`src/rtl/uart_fifo_flagged.sv`:
```
// Single-clock FIFO between the UART datapaths and the host interface.
// Provides a registered read port, occupancy count, level flags, flush and sticky error flags.
module uart_fifo_flagged #(
    parameter int DATA_WIDTH   = 8,
    parameter int ADDR_WIDTH   = 4,
    parameter int AFULL_LEVEL  = 12,
    parameter int AEMPTY_LEVEL = 2
) (
    input  logic                  clk,
    input  logic                  Reset,
    input  logic                  wr,
    input  logic [DATA_WIDTH-1:0] w_data,
    input  logic                  rd,
    input  logic                  flush,
    input  logic                  clr_err,
    output logic [DATA_WIDTH-1:0] r_data,
    output logic                  r_valid,
    output logic                  full,
    output logic                  empty,
    output logic                  almost_full,
    output logic                  almost_empty,
    output logic [ADDR_WIDTH:0]   count,
    output logic                  overflow,
    output logic                  underflow
);
    localparam int DEPTH = 1 << ADDR_WIDTH;
    localparam logic [ADDR_WIDTH:0] DEPTH_C  = (ADDR_WIDTH+1)'(DEPTH);
    localparam logic [ADDR_WIDTH:0] AFULL_C  = (ADDR_WIDTH+1)'(AFULL_LEVEL);
    localparam logic [ADDR_WIDTH:0] AEMPTY_C = (ADDR_WIDTH+1)'(AEMPTY_LEVEL);

    logic [DATA_WIDTH-1:0] mem [DEPTH];
    logic [ADDR_WIDTH-1:0] w_ptr, r_ptr;
    logic                  push, pop;

    assign full         = (count == DEPTH_C);
    assign empty        = (count == '0);
    assign almost_full  = (count >= AFULL_C);
    assign almost_empty = (count <= AEMPTY_C);

    // A read on the same edge frees a slot, so a full FIFO still accepts wr&rd.
    assign push = wr & (~full | rd);
    assign pop  = rd & ~empty;

    // Storage carries no reset; stale contents are unreachable once pointers clear.
    always_ff @(posedge clk) begin
        if (Reset && !flush && push)
            mem[w_ptr] <= w_data;
    end

    always_ff @(posedge clk) begin
        if (!Reset) begin
            w_ptr     <= '0;
            r_ptr     <= '0;
            count     <= '0;
            r_data    <= '0;
            r_valid   <= 1'b0;
            overflow  <= 1'b0;
            underflow <= 1'b0;
        end else begin
            if (clr_err) begin
                overflow  <= 1'b0;
                underflow <= 1'b0;
            end
            if (flush) begin
                w_ptr   <= '0;
                r_ptr   <= '0;
                count   <= '0;
                r_valid <= 1'b0;
            end else begin
                if (push)
                    w_ptr <= w_ptr + 1'b1;
                if (pop) begin
                    r_data <= mem[r_ptr];
                    r_ptr  <= r_ptr + 1'b1;
                end
                r_valid <= pop;
                count   <= count + {{ADDR_WIDTH{1'b0}}, push} - {{ADDR_WIDTH{1'b0}}, pop};
                // Error sets come after the clear so a same-edge event wins.
                if (wr & full & ~rd)
                    overflow <= 1'b1;
                if (rd & empty)
                    underflow <= 1'b1;
            end
        end
    end
endmodule
```
`config.mk`:
```
export PLATFORM = sky130hd
export DESIGN_NAME = uart_fifo_flagged
export DESIGN_NICKNAME = d
export VERILOG_FILES = /design/src/rtl/uart_fifo_flagged.sv
export SDC_FILE = /design/constraint.sdc
export NUM_CORES = 1
export LEC_CHECK = 0
export ABC_AREA = 1
export BUFFER_PORTS_ARGS = -buffer_cell sky130_fd_sc_hd__buf_4
export CORE_ASPECT_RATIO = 0.9
export CORE_MARGIN = 8
export CORE_UTILIZATION = 35
export DETAILED_ROUTE_END_ITERATION = 16
export SLEW_MARGIN = 20
export SYNTH_ARGS = -nofsm -noshare
export SYNTH_HDL_FRONTEND = slang
export SYNTH_SLANG_ARGS = --single-unit
```
`constraint.sdc`:
```
create_clock -name clk -period 4.54 [get_ports clk]
set_input_delay 0 -clock clk [delete_from_list [all_inputs] [get_ports clk]]
set_output_delay 0 -clock clk [all_outputs]
set_load 0.05 [all_outputs]
```
==> run_results.csv <==
group,metric,value,unit
outcome,status,"finished, final reports clean",
timing,slew_viol_final,0,
timing,post-route-period-util,62.9,%
worst_setup_path,slowest_delay,400,ps
worst_setup_path,cp.required,4900,ps
floorplan,fp.dieH,148,µm
timing,fmax,350,MHz
finish,n_antenna_cell,0,
timing,fin_skew,7.72,ps
drt,drc_errors,0,
timing,hold_viol,0,
power_and_ir_drop,p_leak,0.00325,µW
floorplan,die_area,23900,µm²
worst_setup_path,critPathArrivalTime,3210,ps
yosys,synth_area_per_cell,9.86,µm²
clocking,numCtsBuffers,17,
worst_setup_path,crit_type,"register to register",
worst_setup_path,cp_slowest_cell,"fa_1",
clocking,htree_levels,4,
yosys,seq_area_frac_synth,64.2,%
drt,via_per_inst,4.55,
floorplan,io_pins,34,
yosys,netlist_area,6740,µm²
yosys,synth-xor-area-share,0.390,%
timing,worstMarginPinSlew,866,ps
worst_setup_path,crit_path_start_kind,"register",
run,maxCapViolations,0,
yosys,syn_nets,713,
yosys,netlist_top_cells_area,"edfxtp_1, nand2_1, nand3_1",
global_routing,grt_max_degree,65,
worst_setup_path,path_cells,"inv_1 > ha_1 > nand4_1 > nand2_1 > inv_2 > ha_1 > inv_1 > ha_1 > inv_1 > fa_1 > o31ai_1 > o21ai_0 > a21oi_1",
placed_design,hpwl,9300,µm
timing,finalCriticalPeriod,2860,ps
finish,layout-drive-gt1-share,9.40,%
timing,relSlewSlack,42.1,%
placed_design,routabilityCongestion,0.849,
yosys,synthCells,683,
worst_setup_path,cp_max_fo,15,
drt,dr.pass1.iters,5,
global_routing,grt.total_usage,13.0,%
yosys,synth_top_area_cell,"edfxtp_1",
clocking,cts_tree,"done",
floorplan,core_area,19000,µm²
hold_path,hold_class,"input pin to register",
global_routing,antenna_found_initial,0,
yosys,synth_compound_area_share,2.64,%
worst_setup_path,end_kind,"register",
global_routing,grt-ovfl-total,0,
drt,wl_per_cell,15.0,µm
global_routing,grt_pass1_vias,4414,
yosys,ys_async_sr_fraction,0,%
yosys,synth_top_family_by_area,"simple AND/OR/NAND/NOR gates",
floorplan,floorplan.initialDensity,35.4,%
yosys,ys_ff_latch,152,
timing,setup_viol,0,
power_and_ir_drop,power,3580,µW
global_routing,grt_pass1_wl,24100,µm
yosys,synth.top_cell.area_share,57.1,%
clocking,post-cts-setup-buffers,0,
drt,vias,4476,
clocking,clock_path_buffers,2,
clocking,clkTransAtPathRegs,60,ps
power_and_ir_drop,p_per_area,457,nW/µm²
drt,routed_wirelength,14800,µm
placed_design,numPortBuffers,33,
floorplan,die_x,162,µm
finish,syn_to_final_growth,16.3,%
finish,nets,752,
yosys,synth-edff-count,128,
yosys,synth_common_cells,"nand2_1, edfxtp_1, nand3_1",
yosys,synth.most_common_cell,"nand2_1",
clocking,cts_sinks,152,
yosys,synth-simple-area-share,21.3,%
clocking,post_cts_resized,0,
yosys,synthAdderAreaFrac,3.08,%
drt,drt-initial-drc-count,483,
timing,tns,0,ps
drt,ant_nets,0,
yosys,yosys.cell_types.count,24,
floorplan,rows,48,
yosys,ys.flop_type,"edfxtp_1",
timing,rsz0062_at_grt,"false",
yosys,ys_warn_count,0,
power_and_ir_drop,vdd_drop_max,0.000253,V
clocking,cts-root-buf,"clkbuf_16",
clocking,clk_latency,420,ps
yosys,muxShareOfSynthArea,0,%
through the flow:
stage / cells / worst slack [ps] / util (%) / hold WS (ps) / cell area, µm²
3_5_place_dp: 939 / 1720 / 37.4 / 294 / 7130
4_1_cts: 984 / 1700 / 41.2 / 66.3 / 7840
5_1_grt: 984 / 1390 / 41.2 / 102 / 7840
6_report: 984 / 1680 / 41.2 / 81.8 / 7840
2_1_floorplan: 683 / 1260 / - / 98.9 / 6740
3_3_place_gp: 939 / 1750 / 37.4 / 296 / 7130
cell usage in the layout (no fill, tap or decap):
| cell | count |
|---|---|
| inv_2 | 6 |
| nand2_2 | 1 |
| buf_4 | 35 |
| clkbuf_16 | 17 |
| ha_1 | 15 |
| nor2_1 | 22 |
| nand4_1 | 1 |
| clkinv_1 | 6 |
| clkbuf_1 | 1 |
| fa_1 | 1 |
| dfxtp_2 | 1 |
| nand3_1 | 98 |
| o21a_1 | 1 |
| bufinv_16 | 3 |
| a21oi_1 | 13 |
| inv_1 | 93 |
| nor3_1 | 1 |
| clkinvlp_4 | 1 |
| clkinv_2 | 4 |
| dfxtp_1 | 23 |
| xor2_1 | 3 |
| inv_4 | 1 |
| edfxtp_1 | 128 |
| o31ai_1 | 2 |
| nand2_1 | 225 |
| o21ai_0 | 18 |
| dlygate4sd3_1 | 14 |
worst paths after layout:
check	slack [ps]	from	cells after the start	endpoint
setup reg to reg	1680	count[2]$_SDFF_PP0_	13	count[4]$_SDFF_PP0_
hold reg to reg	520	w_ptr[3]$_SDFFE_PP0N_	2	w_ptr[3]$_SDFFE_PP0N_
hold / removal	80	rd	6	w_ptr[3]$_SDFFE_PP0N_
setup / recovery	1680	count[2]$_SDFF_PP0_	13	count[4]$_SDFF_PP0_
final cells by class:
| class | count | area (µm²) |
|---|---|---|
| Fill cell | 1811 | 11200 |
| Sequential cell | 152 | 4330 |
| Multi-Input combinational cell | 401 | 1850 |
| Clock buffer | 18 | 429 |
| Timing Repair Buffer | 49 | 403 |
| Inverter | 101 | 382 |
| Tap cell | 250 | 313 |
| Clock inverter | 13 | 136 |
critical path: cells and delay by family, from the launching register on:
family / cells / cell delay, ps
flip-flops: 1 / 350
adder cells (fa/ha/maj): 4 / 1030
AND/OR/NAND/NOR: 2 / 540
AO/OA/AOI/OAI: 3 / 520
buffers and inverters: 4 / 350
logic make-up after synthesis:
logic type	Yosys count
AND/OR/NAND/NOR	348
XOR/XNOR	3
buffers and inverters	130
adder cells (fa/ha/maj)	16
flip-flops	152
AO/OA/AOI/OAI	34
report_power, final:
group / total, µW / internal [µW] / switching (µW)
combinational: 627 / 182 / 445
clock: 1370 / 846 / 523
sequential: 1590 / 1550 / 40.2
state kept, by name, summed over array words and instances, names as in the netlist:
name and flops:
count 5, r_valid 1, overflow 1, r_ptr 4, r_data 8, underflow 1
mem 128, w_ptr 4
layer usage:
layer	track usage [%]	wire [µm]	up-vias
met5	0	0	-
met2	20.6	7060	90
met4	4.95	226	0
met3	2.95	652	19
met1	17.1	6830	2071
li1	-	-	2296
repair_timing:
| action | 4_1_cts | 5_1_grt |
|---|---|---|
| endpoints found under the hold margin | 142 | 0 |
| hold buffers | 14 | 0 |
| endpoints found under the setup margin | 0 | 0 |
No activity file was read; power rests on OpenSTA's default activity.
